<file path="src/rtl/nread_sched_pkg.sv">
// nread_sched_pkg: shared constants and types for the NREAD descriptor scheduler.
//   state_e         - scheduler FSM states (IDLE, LAUNCH, WAIT, DONE)
//   TIMEOUT_CYC_DEF - default start-to-finish timeout in aclk cycles
//   ADDR_W/SIZE_W/DB_W - descriptor field widths
package nread_sched_pkg;

    localparam int unsigned ADDR_W = 32;
    localparam int unsigned SIZE_W = 16;
    localparam int unsigned DB_W   = 16;

    localparam logic [31:0] TIMEOUT_CYC_DEF = 32'd1048576;

    typedef enum logic [1:0] {
        IDLE   = 2'd0,
        LAUNCH = 2'd1,
        WAIT   = 2'd2,
        DONE   = 2'd3
    } state_e;

endpackage

</file>
<file path="src/rtl/nread_scheduler_if.sv">
// nread_scheduler_if: requester, engine and completion signals of the NREAD scheduler.
//   Requester side : req_valid, req_ready, req_src_addr, req_dst_addr, req_size_dw, req_db_info
//                    (requester i occupies slice [W*i +: W] of each packed descriptor bus)
//   Engine side    : eng_start, eng_src_addr, eng_dst_addr, eng_size_dw, eng_db_info, eng_finish
//   Completion     : done_valid (one-hot), done_err (1 = timeout)
// modport master is the scheduler; modport slave is the requesters/engine side.
interface nread_scheduler_if
    import nread_sched_pkg::*;
#(
    parameter int unsigned NUM_REQ = 2
);

    logic [NUM_REQ-1:0]        req_valid;
    logic [NUM_REQ-1:0]        req_ready;
    logic [NUM_REQ*ADDR_W-1:0] req_src_addr;
    logic [NUM_REQ*ADDR_W-1:0] req_dst_addr;
    logic [NUM_REQ*SIZE_W-1:0] req_size_dw;
    logic [NUM_REQ*DB_W-1:0]   req_db_info;

    logic                      eng_start;
    logic [ADDR_W-1:0]         eng_src_addr;
    logic [ADDR_W-1:0]         eng_dst_addr;
    logic [SIZE_W-1:0]         eng_size_dw;
    logic [DB_W-1:0]           eng_db_info;
    logic                      eng_finish;

    logic [NUM_REQ-1:0]        done_valid;
    logic                      done_err;

    modport master (
        input  req_valid, req_src_addr, req_dst_addr, req_size_dw, req_db_info, eng_finish,
        output req_ready, eng_start, eng_src_addr, eng_dst_addr, eng_size_dw, eng_db_info,
               done_valid, done_err
    );

    modport slave (
        output req_valid, req_src_addr, req_dst_addr, req_size_dw, req_db_info, eng_finish,
        input  req_ready, eng_start, eng_src_addr, eng_dst_addr, eng_size_dw, eng_db_info,
               done_valid, done_err
    );

endinterface

</file>
<file path="src/rtl/rr_arbiter.sv">
// rr_arbiter: combinational round-robin pick.
//   req        in  NUM_REQ  request vector
//   last_grant in  RRW      previously granted index; search starts at last_grant+1
//   grant      out RRW      first requesting index found (0 when none)
//   any_req    out 1        at least one request present
module rr_arbiter #(
    parameter int unsigned NUM_REQ = 2,
    localparam int unsigned RRW = (NUM_REQ > 1) ? $clog2(NUM_REQ) : 1
) (
    input  logic [NUM_REQ-1:0] req,
    input  logic [RRW-1:0]     last_grant,
    output logic [RRW-1:0]     grant,
    output logic               any_req
);

    logic           found;
    int unsigned    idx;
    logic [RRW-1:0] idx_r;

    always_comb begin
        grant   = '0;
        any_req = |req;
        found   = 1'b0;
        idx     = 0;
        idx_r   = '0;
        for (int unsigned k = 1; k <= NUM_REQ; k++) begin
            idx   = (32'(last_grant) + k) % NUM_REQ;
            idx_r = RRW'(idx);
            if (!found && req[idx_r]) begin
                found = 1'b1;
                grant = idx_r;
            end
        end
    end

endmodule

</file>
<file path="src/rtl/nread_scheduler.sv">
// nread_scheduler: round-robin arbiter feeding NREAD descriptors to a single nread_engine,
// one transfer at a time, with finish/timeout supervision.
//   aclk, aresetn  clock and asynchronous active-low reset
//   enable         gate for new grants (an in-flight transfer always completes)
//   bus            nread_scheduler_if.master: requester, engine and completion signals
//   busy           high whenever the FSM is not IDLE
//   cur_grant      requester currently owning the engine
//   timeout_count  saturating count of timed-out transfers
//   stray_count    saturating count of eng_finish seen outside WAIT
module nread_scheduler
    import nread_sched_pkg::*;
#(
    parameter int unsigned NUM_REQ     = 2,
    parameter logic [31:0] TIMEOUT_CYC = TIMEOUT_CYC_DEF,
    localparam int unsigned RRW = (NUM_REQ > 1) ? $clog2(NUM_REQ) : 1
) (
    input  logic                aclk,
    input  logic                aresetn,
    input  logic                enable,
    nread_scheduler_if.master   bus,
    output logic                busy,
    output logic [RRW-1:0]      cur_grant,
    output logic [15:0]         timeout_count,
    output logic [15:0]         stray_count
);

    state_e             state_q, state_d;
    logic [RRW-1:0]     grant_q, grant_d;
    logic [RRW-1:0]     last_q, last_d;
    logic [ADDR_W-1:0]  src_q, src_d, dst_q, dst_d;
    logic [SIZE_W-1:0]  size_q, size_d;
    logic [DB_W-1:0]    db_q, db_d;
    logic               err_q, err_d;
    logic [31:0]        tmo_q, tmo_d;
    logic [15:0]        tcnt_q, tcnt_d, scnt_q, scnt_d;
    logic [RRW-1:0]     arb_grant;
    logic               arb_any;
    logic [NUM_REQ-1:0] grant_oh;

    rr_arbiter #(
        .NUM_REQ(NUM_REQ)
    ) u_arb (
        .req        (bus.req_valid),
        .last_grant (last_q),
        .grant      (arb_grant),
        .any_req    (arb_any)
    );

    always_comb begin
        state_d = state_q;
        grant_d = grant_q;
        last_d  = last_q;
        src_d   = src_q;
        dst_d   = dst_q;
        size_d  = size_q;
        db_d    = db_q;
        err_d   = err_q;
        tmo_d   = tmo_q;
        tcnt_d  = tcnt_q;
        scnt_d  = scnt_q;
        unique case (state_q)
            IDLE: begin
                if (enable && arb_any) begin
                    grant_d = arb_grant;
                    last_d  = arb_grant;
                    // Capture the descriptor now so eng_* are stable before the start cycle.
                    for (int i = 0; i < NUM_REQ; i++) begin
                        if (arb_grant == RRW'(i)) begin
                            src_d  = bus.req_src_addr[i*ADDR_W +: ADDR_W];
                            dst_d  = bus.req_dst_addr[i*ADDR_W +: ADDR_W];
                            size_d = bus.req_size_dw[i*SIZE_W +: SIZE_W];
                            db_d   = bus.req_db_info[i*DB_W +: DB_W];
                        end
                    end
                    state_d = LAUNCH;
                end
            end
            LAUNCH: begin
                tmo_d   = '0;
                state_d = WAIT;
            end
            WAIT: begin
                // A finish on the last allowed cycle still counts as success.
                if (bus.eng_finish) begin
                    err_d   = 1'b0;
                    state_d = DONE;
                end else if (tmo_q == TIMEOUT_CYC - 32'd1) begin
                    err_d   = 1'b1;
                    state_d = DONE;
                    if (tcnt_q != 16'hFFFF) tcnt_d = tcnt_q + 16'd1;
                end else begin
                    tmo_d = tmo_q + 32'd1;
                end
            end
            DONE: begin
                state_d = IDLE;
            end
            default: state_d = IDLE;
        endcase
        if (bus.eng_finish && (state_q != WAIT) && (scnt_q != 16'hFFFF)) begin
            scnt_d = scnt_q + 16'd1;
        end
    end

    always_ff @(posedge aclk or negedge aresetn) begin
        if (!aresetn) begin
            state_q <= IDLE;
            grant_q <= '0;
            last_q  <= RRW'(NUM_REQ - 1);
            src_q   <= '0;
            dst_q   <= '0;
            size_q  <= '0;
            db_q    <= '0;
            err_q   <= 1'b0;
            tmo_q   <= '0;
            tcnt_q  <= '0;
            scnt_q  <= '0;
        end else begin
            state_q <= state_d;
            grant_q <= grant_d;
            last_q  <= last_d;
            src_q   <= src_d;
            dst_q   <= dst_d;
            size_q  <= size_d;
            db_q    <= db_d;
            err_q   <= err_d;
            tmo_q   <= tmo_d;
            tcnt_q  <= tcnt_d;
            scnt_q  <= scnt_d;
        end
    end

    // Outputs are decodes of registered state only; no input reaches an output directly.
    always_comb begin
        grant_oh       = NUM_REQ'(1) << grant_q;
        bus.eng_start  = (state_q == LAUNCH);
        bus.req_ready  = (state_q == LAUNCH) ? grant_oh : '0;
        bus.done_valid = (state_q == DONE) ? grant_oh : '0;
        bus.done_err   = (state_q == DONE) && err_q;
        bus.eng_src_addr = src_q;
        bus.eng_dst_addr = dst_q;
        bus.eng_size_dw  = size_q;
        bus.eng_db_info  = db_q;
        busy          = (state_q != IDLE);
        cur_grant     = grant_q;
        timeout_count = tcnt_q;
        stray_count   = scnt_q;
    end

endmodule

</file>
<file path="src/flat_wrapper.sv">
// flat-port wrapper written by rule: the top's interface ports become plain ports
module nread_scheduler_flat import nread_sched_pkg::*;
#(
    parameter int unsigned NUM_REQ     = 2,
    parameter logic [31:0] TIMEOUT_CYC = TIMEOUT_CYC_DEF,
    localparam int unsigned RRW = (NUM_REQ > 1) ? $clog2(NUM_REQ) : 1
)
  (aclk, aresetn, enable, busy, cur_grant, timeout_count, stray_count, bus_req_valid, bus_req_src_addr, bus_req_dst_addr, bus_req_size_dw, bus_req_db_info, bus_eng_finish, bus_req_ready, bus_eng_start, bus_eng_src_addr, bus_eng_dst_addr, bus_eng_size_dw, bus_eng_db_info, bus_done_valid, bus_done_err);
  nread_scheduler_if #(.NUM_REQ(NUM_REQ)) bus_i ();
  input  logic aclk;
  input  logic aresetn;
  input  logic enable;
  output logic busy;
  output logic [RRW-1:0] cur_grant;
  output logic [15:0] timeout_count;
  output logic [15:0] stray_count;
  input wire logic [$bits(bus_i.req_valid)-1:0] bus_req_valid;
  input wire logic [$bits(bus_i.req_src_addr)-1:0] bus_req_src_addr;
  input wire logic [$bits(bus_i.req_dst_addr)-1:0] bus_req_dst_addr;
  input wire logic [$bits(bus_i.req_size_dw)-1:0] bus_req_size_dw;
  input wire logic [$bits(bus_i.req_db_info)-1:0] bus_req_db_info;
  input wire logic [$bits(bus_i.eng_finish)-1:0] bus_eng_finish;
  output wire logic [$bits(bus_i.req_ready)-1:0] bus_req_ready;
  output wire logic [$bits(bus_i.eng_start)-1:0] bus_eng_start;
  output wire logic [$bits(bus_i.eng_src_addr)-1:0] bus_eng_src_addr;
  output wire logic [$bits(bus_i.eng_dst_addr)-1:0] bus_eng_dst_addr;
  output wire logic [$bits(bus_i.eng_size_dw)-1:0] bus_eng_size_dw;
  output wire logic [$bits(bus_i.eng_db_info)-1:0] bus_eng_db_info;
  output wire logic [$bits(bus_i.done_valid)-1:0] bus_done_valid;
  output wire logic [$bits(bus_i.done_err)-1:0] bus_done_err;
  assign bus_i.req_valid = bus_req_valid;
  assign bus_i.req_src_addr = bus_req_src_addr;
  assign bus_i.req_dst_addr = bus_req_dst_addr;
  assign bus_i.req_size_dw = bus_req_size_dw;
  assign bus_i.req_db_info = bus_req_db_info;
  assign bus_i.eng_finish = bus_eng_finish;
  assign bus_req_ready = bus_i.req_ready;
  assign bus_eng_start = bus_i.eng_start;
  assign bus_eng_src_addr = bus_i.eng_src_addr;
  assign bus_eng_dst_addr = bus_i.eng_dst_addr;
  assign bus_eng_size_dw = bus_i.eng_size_dw;
  assign bus_eng_db_info = bus_i.eng_db_info;
  assign bus_done_valid = bus_i.done_valid;
  assign bus_done_err = bus_i.done_err;
  nread_scheduler #(.NUM_REQ(NUM_REQ), .TIMEOUT_CYC(TIMEOUT_CYC)) u_core (.aclk(aclk), .aresetn(aresetn), .enable(enable), .bus(bus_i), .busy(busy), .cur_grant(cur_grant), .timeout_count(timeout_count), .stray_count(stray_count));
endmodule
</file>
<file path="config.mk">
export PLATFORM = sky130hd
export DESIGN_NAME = nread_scheduler_flat
export DESIGN_NICKNAME = d
export VERILOG_FILES = /design/src/rtl/nread_sched_pkg.sv /design/src/rtl/nread_scheduler_if.sv /design/src/rtl/rr_arbiter.sv /design/src/rtl/nread_scheduler.sv /design/src/flat_wrapper.sv
export SDC_FILE = /design/constraint.sdc
export NUM_CORES = 1
export LEC_CHECK = 0
export ABC_AREA = 1
export CAP_MARGIN = 10
export CELL_PAD_IN_SITES_DETAIL_PLACEMENT = 1
export CELL_PAD_IN_SITES_GLOBAL_PLACEMENT = 2
export CORE_MARGIN = 1
export CORE_UTILIZATION = 24
export DETAILED_ROUTE_END_ITERATION = 10
export PLACE_DENSITY_LB_ADDON = 0.1
export SETUP_SLACK_MARGIN = 0.1
export SLEW_MARGIN = 20
export SYNTH_ARGS = -nofsm -noshare
export SYNTH_HDL_FRONTEND = slang
export SYNTH_SLANG_ARGS = --single-unit
</file>
<file path="constraint.sdc">
create_clock -name aclk -period 2.1 [get_ports aclk]
set_input_delay 0.525 -clock aclk [delete_from_list [all_inputs] [get_ports aclk]]
set_output_delay 0.525 -clock aclk [all_outputs]
set_load 0.01 [all_outputs]
</file>
Word-level counts from Yosys, hierarchy flattened
Index checks and enable logic that the tools add are counted.
{"block": "word_totals", "register_bits": 165, "inputBits": 198, "elab_cells": 69}
{"block": "classes", "add_sub_neg": 5, "magnitude_cmp": 2, "eq_ne": 11, "shift": 1, "muxes": 22, "n_bitwise": 1, "n_reduce_logical": 16}
{"op": "$mux 32", "n": 4}
{"op": "$pmux 32 s2", "n": 1}
{"op": "$add 16x1->16 const B", "n": 2}
{"op": "$add 32x1->32 const B", "n": 1}
{"op": "$eq 32x20->1 const B", "n": 1}
{"op": "$mux 16", "n": 2}
{"op": "$ne 16x16->1 const B", "n": 2}
{"op": "$mux 2", "n": 5}
{"op": "$mux 1", "n": 9}
{"op": "$pmux 2 s4", "n": 1}
{"op": "$ne 2x2->1 const B", "n": 3}
{"op": "$reduce_and 2->1", "n": 3}
{"op": "$reduce_bool 2->1", "n": 3}
{"op": "$logic_and 1x1->1", "n": 5}
{"op": "$eq 2x2->1 const B", "n": 2}
{"op": "$lt 1x2->1 const B", "n": 2}
{"op": "$reduce_and 4->1", "n": 1}
{"op": "$ne 3x2->1 const B", "n": 1}
{"op": "$reduce_and 3->1", "n": 1}
{"op": "$add 1x1->1 const B", "n": 2}
{"op": "$eq 2x1->1 const B", "n": 1}
{"op": "$logic_not 2->1", "n": 1}
{"op": "$ne 2x1->1 const B", "n": 1}
{"op": "$reduce_or 2->1", "n": 1}
{"op": "other kinds (3)", "n": 3}

Longest topological paths before layout
Gate-level depths: netlist of run 1.
{"block": "logic_depth", "depth_word": 8, "ltp_mapped": 12}

Modules after synthesis
A second synthesis of run 1 with hierarchy kept.
{"block": "unflattened", "cells_unflattened": 1285, "area_unflattened_um2": 9417.8}
{"module": "nread_scheduler", "n_inst": 1, "cells_per_inst": 1282, "area_per_inst_um2": 9402.8}
{"module": "rr_arbiter", "n_inst": 1, "cells_per_inst": 3, "area_per_inst_um2": 15.0}

Least setup slack after synthesis of run 1
OpenSTA, ideal clock, no wires.
{"block": "synth_timing", "kind": "register to output", "startpoint": "register u_core.state_q[0]", "endpoint": "output port busy", "t_arrival_ps": 1313, "required_time_ps": 1575, "slack_ps": 262, "stages_incl_launch_ff": 6, "path_buffers": 2, "cell_sequence": "dfrtp_1 inv_1 ha_1 inv_2 clkbuf_1 clkbuf_1"}
{"block": "synth_between", "elab_chain_cells": 1}
{"item": "from (decl)", "line": "nread_scheduler.sv:27", "rtl": "state_e state_q, state_d;"}
{"item": "from (signal assigned)", "line": "nread_scheduler.sv:119", "rtl": "state_q <= state_d;"}
{"item": "$reduce_bool 2->1", "line": "nread_scheduler.sv:144", "rtl": "busy = (state_q != IDLE);"}
{"item": "to (decl)", "line": "flat_wrapper.sv:13", "rtl": "output logic busy;"}
Every way passes these cells.

Worst setup path after layout of run 1
{"block": "layout_timing", "startpoint": "register u_core.size_q[2], in the netlist u_core.bus.eng_size_dw[2]", "endpoint": "output port bus_eng_size_dw[2]"}
{"item": "from (decl)", "line": "nread_scheduler.sv:31", "rtl": "logic [SIZE_W-1:0] size_q, size_d;"}
{"item": "from (signal assigned)", "line": "nread_scheduler.sv:124", "rtl": "size_q <= size_d;"}
{"item": "to (decl)", "line": "flat_wrapper.sv:27", "rtl": "output wire logic [$bits(bus_i.eng_size_dw)-1:0] bus_eng_size_dw;"}
No word-level cell between the ends.

==> results of run 1 <==
## flip-flops by register name, summed over array words and instances (netlist names), 2 cells and up
signal and count:
u_core.bus.eng_size_dw 16, u_core.bus.eng_db_info 16, u_core.bus.eng_src_addr 32, u_core.bus.eng_dst_addr 32, u_core.timeout_count 16, u_core.tmo_q 32, u_core.stray_count 16, u_core.state_q 2
## metrics by stage
step	worst slack (ps)	hold WS (ps)	cell area [µm²]
after detailed placement	-17.94	484.3	13220
after CTS	58.96	496.9	13860
after global placement	50.16	479.0	13220
final	141.1	491.9	14060
after global routing	71.35	513.8	14060
after floorplan	262.2	229.4	9024
## worst max-delay path by stage
stage	slack, ps	start	end
final	140	u_core.bus.eng_size_dw[2]	bus_eng_size_dw[2]
after global routing	70	u_core.state_q[1]	bus_req_ready[0]
after CTS	60	u_core.state_q[1]	bus_req_ready[1]
after detailed placement	-20	bus_req_valid[1]	u_core.bus.eng_dst_addr[20]
after global placement	50	bus_req_valid[1]	u_core.bus.eng_size_dw[15]
after floorplan	260	u_core.state_q[0]	busy
## layout make-up
| class | count | area share, % |
|---|---|---|
| Antenna cell | 2 | 0.03559 |
| Clock buffer | 20 | 3.248 |
| Clock inverter | 11 | 0.8275 |
| Inverter | 54 | 1.441 |
| Multi-Input combinational cell | 943 | 31.92 |
| Sequential cell | 165 | 29.51 |
| Tap cell | 468 | 4.164 |
| Timing Repair Buffer | 403 | 28.85 |
## cells by family (layout without fill, tap and decap cells)
group / count (synthesis) / in the layout / share of synthesized area (%)
DFF: 165 / 165 / 45.77
buffers and inverters: 120 / 488 / 5.325
other: 0 / 2 / 0
AOI/OAI and AO/OA: 304 / 304 / 16.93
adders and majority gates: 8 / 8 / 1.109
and+or+nand+nor: 593 / 593 / 27.18
xor gates and xnor gates: 38 / 38 / 3.688
## routing by layer
metal / global-route usage, % / part of all wire [%] / up-vias
li1: - / - / 4705
met1: 24.59 / 41 / 4649
met2: 37.72 / 51 / 203
met3: 6.911 / 6.3 / 27
met4: 4.774 / 1.2 / 2
met5: 0 / 0.032 / -
## worst min-delay path, delay by kind of cell, from the launching register on
| kind | cells | cell delay [ps] |
|---|---|---|
| compound gates | 1 | 70 |
| simple gates | 1 | 50 |
| flops | 1 | 380 |
## cell usage after synthesis
cell	count
inv_1	49
buf_2	12
dfstp_2	1
nand2_1	285
nor2_1	211
nand3_1	62
inv_2	5
nand3_2	2
xnor2_1	22
nor2_8	1
nand2_4	2
nand2_2	6
nor3_2	1
xor2_1	16
or3_1	1
nand3b_1	1
o21ai_0	224
a21oi_2	1
and2_1	2
buf_1	2
o21a_1	1
ha_1	8
nand3_4	1
clkbuf_1	50
o21ai_1	77
nor3_1	6
nor2_4	4
buf_6	2
nor3b_1	1
a21oi_1	1
nand4_1	4
dfrtp_1	164
nor2_2	3
## where the power goes
group | leakage, µW | total (µW) | switching, µW | internal [µW]
clock network | 0.000278 | 3210 | 1490 | 1720
registers | 0.00211 | 4770 | 600 | 4170
logic | 0.00360 | 6500 | 3470 | 3030
## repair_timing
| item | in CTS | in global routing |
|---|---|---|
| pin swaps | 2 | 4 |
| hold buffers | 1 | 0 |
| setup buffers | 11 | 8 |
| gates cloned | 0 | 2 |
| gates resized for setup | 62 | 26 |
| hold endpoints to repair | 23 | 0 |
| endpoints found under the setup margin | 37 | 76 |
==> metrics.md, run 1 <==
| Metric | Value |
|---|---|
| Total grt overflow | `0` |
| CP Class | `reg -> out` |
| R2R Setup Slk | `about 210 ps` |
| PortBufs | `approximately 330` |
| Synth Net Count | `between 1,000 and 1,500` |
| Final WL | `around 40,000 µm` |
| Residual DRC | `0` |
| Global-route wire length before repair | `between 60,000 and 70,000 µm` |
| Core ar. | `approximately 37,000 µm²` |
| Htree depth | `4` |
| Root Buffer | `clkbuf_16` |
| Max Cap Violations | `0` |
| Reg2reg end | `u_core.tmo_q[6]` |
| Die outline height | `around 200 µm` |
| Hold worst-path end | `u_core.last_q` |
| CTS tree | `yes` |
| Largest buffer count on any clock path | `2` |
| Worst reg2reg path startpoint | `u_core.tmo_q[1]` |
| Routed vias | `approximately 9,600` |
| CP max FO | `2` |
| Number of fill cells in the layout | `4,425` |
| Slew HR | `a little over two thirds` |
| CP bufs+invs | `1` |
| Hold-critical path depth | `2` |
| CTS Sinks | `roughly 170` |
| Cell taking the most area after synthesis | `dfrtp_1` |
| Leak pwr | `between 0.005 and 0.006 µW` |
| Die Span X | `approximately 200 µm` |
| Mapped cell area | `between 9000 and 10,000 µm²` |
| Syn Area/Cell | `roughly 7.3 µm²` |
| Pwr Total | `14,490 µW` |
| Worst Reg2Reg Path Length in Cells | `11` |
| Fmax | `between 500 and 600 MHz` |
| Gpl congestion | `~0.81` |
| Critical Path Start Type | `flip-flop` |
| Synthesis Warnings | `0` |
| Unrepaired setup endpoints after global routing | `yes` |
| Vias/cell | `between 4 and 5` |
| Synth cell types | `33` |
| Finished Layout Cells | `2,066` |
| Inserted Clock Buffers | `17` |
| Crit-path max cell delay | `~630 ps` |
| Die area | `38,380 µm²` |
| CP Capture Type | `primary output` |
| Fin util | `about two fifths` |
| Avg WL per Cell | `between 15 and 20 µm` |
| Yosys top cell area share | `a little under half` |
| Setup_tns | `0 ps` |
| Clock period minus worst slack | `1959 ps` |
| # IOs | `about 330` |
| Final HPWL DP | `29,470 µm` |
| Antenna-violating nets left | `0` |
| Power density cells | `around 1000 nW/µm²` |
| Slowest CP cell | `clkdlybuf4s50_1` |
| Critical Path, Cell by Cell | `clkdlybuf4s50_1` |
| Worst skew pair latency | `approximately 460 ps` |
| Family with the most delay on the worst path | `buffers and inverters` |
| Fin. Hold Viols | `0` |
| Vias in the first global route | `about 10,000` |
| Crit path depth | `1` |
| Initial core utilization | `around 25%` |
| Endpoints failing setup | `0` |
| Antenna violations before repair | `3` |
| Flop and latch count out of synthesis | `165` |
| Most frequent cells in the layout | `clkdlybuf4s50_1 (304), nand2_1 (283), o21ai_0 (224)` |
| Critical Path AT | `between 1000 and 1500 ps` |
| Critical path required time | `approximately 1600 ps` |
| Period utilisation layout | `93.28%` |
| Status | `finished, final reports clean` |
| Row cnt | `70` |
| Area added between synthesis and finish | `55.84%` |
| Starting DRT DRC Count | `320` |
| Share of cells above drive strength 1 | `between 10% and 20%` |
| Most common cell after layout, fill and taps aside | `clkdlybuf4s50_1` |
| Worst-Margin Slew | `between 400 and 500 ps` |
| Hold path start | `u_core.last_q` |
| Top cells by area, synth | `dfrtp_1 (45%), o21ai_0 (12%), nand2_1 (12%), nor2_1 (8.8%), o21ai_1 (4.3%)` |
| Pin count of the biggest net entering global routing | `between 90 and 100` |
| Gate Count Post-Synth | `approximately 1,200` |
| Slew Viols, Final | `0` |
| Clock slew at reported path FFs | `70 ps` |
| Seq/Total Area, Yosys | `between 40% and 50%` |
| Worst Skew | `10.34 ps` |
| Maximum vdd drop | `0.0005063 V` |
| Multi-input gate area | `~4500 µm²` |
| TritonRoute pass-1 iters | `4` |
| Nets | `around 1,800` |
| Area occupied by registers | `slightly above 4000 µm²` |
| Dpl cells | `roughly 2,000` |
| Min-Delay Path Class | `reg -> reg` |
| Overall routing resource usage | `between 20% and 30%` |
Note: power is estimated with default switching activity, not from simulation.
==> run 2: changes to the inputs <==
--- a/config.mk
+++ b/config.mk
@@ -12,6 +12,7 @@
 export CORE_MARGIN = 1
 export CORE_UTILIZATION = 24
 export DETAILED_ROUTE_END_ITERATION = 10
+export MAX_ROUTING_LAYER = met4
 export PLACE_DENSITY_LB_ADDON = 0.1
 export SETUP_SLACK_MARGIN = 0.1
 export SLEW_MARGIN = 20
==> metrics.md, run 2 (synthesis gave the netlist of run 1 again) <==
| Metric | Value |
|---|---|
| Status | `finished, final reports clean` |
| Most frequent cells in the layout | `clkdlybuf4s50_1 (305), nand2_1 (283), o21ai_0 (224)` |
| Final WL | `40,170 µm` |
| Clock period minus worst slack | `just under 2000 ps` |
| Share of cells above drive strength 1 | `about a tenth` |
| Htree depth | `4` |
| Critical Path AT | `1430 ps` |
| Vias in the first global route | `~10,000` |
| Hold WS | `around 490 ps` |
| Clock slew at reported path FFs | `~70 ps` |
| Global-route wire length before repair | `61,690 µm` |
| Total grt overflow | `0` |
| Core ar. | `between 30,000 and 40,000 µm²` |
| Pwr Total | `approximately 14,000 µW` |
| # IOs | `between 300 and 400` |
| Die Span X | `slightly below 200 µm` |
| Unrepaired setup endpoints after global routing | `yes` |
| Routed vias | `around 9,600` |
| Nets | `between 1,500 and 2,000` |
| Family with the most delay on the worst path | `buffers and inverters` |
| Worst reg2reg path startpoint | `u_core.tmo_q[1]` |
| Worst skew pair latency | `between 400 and 500 ps` |
| Pin count of the biggest net entering global routing | `~100` |
| Reg2reg end | `u_core.tmo_q[6]` |
| Number of fill cells in the layout | `~4,400` |
| Die area | `roughly 38,000 µm²` |
| Fin. Hold Viols | `0` |
| Critical path required time | `between 1500 and 2000 ps` |
| Maximum vdd drop | `0.0005097 V` |
| Reg power frac | `roughly a third` |
| Area added between synthesis and finish | `55.84%` |
| Power density cells | `1030 nW/µm²` |
| Antenna-violating nets left | `0` |
| Net Switching | `approximately 5600 µW` |
| Root Buffer | `clkbuf_16` |
| Max Cap Violations | `0` |
| Crit-path max cell delay | `630 ps` |
| Inserted Clock Buffers | `17` |
| R2R Setup Slk | `~210 ps` |
| Avg WL per Cell | `~19 µm` |
| Antenna violations before repair | `3` |
| Overall routing resource usage | `between 20% and 30%` |
| CP startpoint | `u_core.bus.eng_dst_addr[29]` |
| Crit path depth | `1` |
| Gpl congestion | `0.8226` |
| Combinational share of power | `between 40 and 50%` |
| Sw frac | `between 30% and 40%` |
| Slowest CP cell | `clkdlybuf4s50_1` |
| CP bufs+invs | `1` |
| Clock share of power | `roughly 22%` |
| Final HPWL DP | `~29,000 µm` |
| CTS tree | `yes` |
| Die outline height | `195.9 µm` |
| CTS Sinks | `165` |
| Most common cell after layout, fill and taps aside | `clkdlybuf4s50_1` |
| Multi-input gate area | `4488 µm²` |
| CP Class | `reg -> out` |
| Residual DRC | `0` |
| Min-Delay Path Class | `reg -> reg` |
| Row cnt | `70` |
| Area occupied by registers | `4150 µm²` |
| Critical Path, Cell by Cell | `clkdlybuf4s50_1` |
| Period utilisation layout | `slightly above 90%` |
| Internal power | `~8900 µW` |
| Worst Reg2Reg Path Length in Cells | `11` |
| Starting DRT DRC Count | `roughly 310` |
| Worst-Margin Slew | `about 460 ps` |
| CP max FO | `2` |
| Endpoints failing setup | `0` |
| TritonRoute pass-1 iters | `4` |
| CP Capture Type | `primary output` |
| Critical Path Start Type | `flip-flop` |
| Worst Skew | `roughly 11 ps` |
| Largest buffer count on any clock path | `2` |
| Vias/cell | `between 4 and 5` |
| Slew HR | `69.03%` |
| PortBufs | `approximately 330` |
| Setup crit end | `bus_eng_dst_addr[29]` |
| Leak pwr | `approximately 0.0060 µW` |
| Initial core utilization | `around a quarter` |
| Slew Viols, Final | `0` |
| Fmax | `~510 MHz` |
run 2: cell types whose count changed in the layout (fill, tap and decap cells not counted):
cell	previous run	this run
clkdlybuf4s50_1	304	305
diode_2	2	3
dlymetal6s2s_1	6	5
run 2: power groups by stage:
stage	Combinational [µW]	Clock, µW	Sequential [µW]
6_report	6500	3210	4770
3_3_place_gp	6490	0	4800
3_5_place_dp	6520	0	4810
5_1_grt	7150	3430	4910
4_1_cts	6520	3330	4780
2_1_floorplan	2100	0	5150
run 2: layout make-up:
class / instances / share of cell area (%)
clock inverters: 11 / 0.8275
diodes: 3 / 0.05339
flip-flops and latches: 165 / 29.51
repair buffers: 403 / 28.84
inverters: 54 / 1.441
multi-input cells: 943 / 31.92
clock buffers: 20 / 3.248
well taps: 468 / 4.164
run 2: routing by layer:
metal	wire [µm]	share of wire, %	GRT usage [%]
met5	0	0	-
met2	20530	51	37.52
met3	2443	6.1	6.876
met4	441	1.1	4.774
met1	16760	42	24.80
run 2: worst min path at each step:
stage,slack (ps),endpoint,from,depth (start not counted)
detailed placement,480,u_core.tmo_q[21],aresetn,1
global route,510,u_core.last_q,u_core.last_q,2
floorplan,230,u_core.bus.eng_db_info[0],aresetn,0
finish,490,u_core.last_q,u_core.last_q,2
global placement,480,u_core.tmo_q[21],aresetn,1
CTS,500,u_core.last_q,u_core.last_q,2
run 2: timing repair:
item | 4_1_cts | 5_1_grt
buffers inserted | 11 | 8
endpoints found under the setup margin | 37 | 75
pin swaps | 2 | 4
gates resized for setup | 62 | 25
endpoints found under the hold margin | 23 | 0
gates cloned | 0 | 2
hold buffers | 1 | 0
run 2: tightest hold or removal path, delay by kind of cell (launching register included):
family	cells	cell delay, ps
compound gates	1	60
simple gates	1	50
flops	1	380
run 2: stage by stage:
step	cell area (µm²)	std cells	utilization [%]	setup slack, ps	TNS (ps)
5_1_grt	14060	2067	38.23	72.77	0
3_5_place_dp	13220	2011	35.93	-17.94	-17.94
3_3_place_gp	13220	2011	35.93	50.16	0
6_report	14060	2067	38.23	141.7	0
2_1_floorplan	9024	1228	-	262.2	0
4_1_cts	13860	2054	37.67	58.96	0
==> run 3: changes to the inputs <==
--- a/config.mk
+++ b/config.mk
@@ -11,6 +11,7 @@
 export CELL_PAD_IN_SITES_GLOBAL_PLACEMENT = 2
 export CORE_MARGIN = 1
 export CORE_UTILIZATION = 24
+export CTS_CLUSTER_SIZE = 10
 export DETAILED_ROUTE_END_ITERATION = 10
 export MAX_ROUTING_LAYER = met4
 export PLACE_DENSITY_LB_ADDON = 0.1
==> results of run 3 <==
The final DEF is identical to that of run 2; final timing and power are the same.
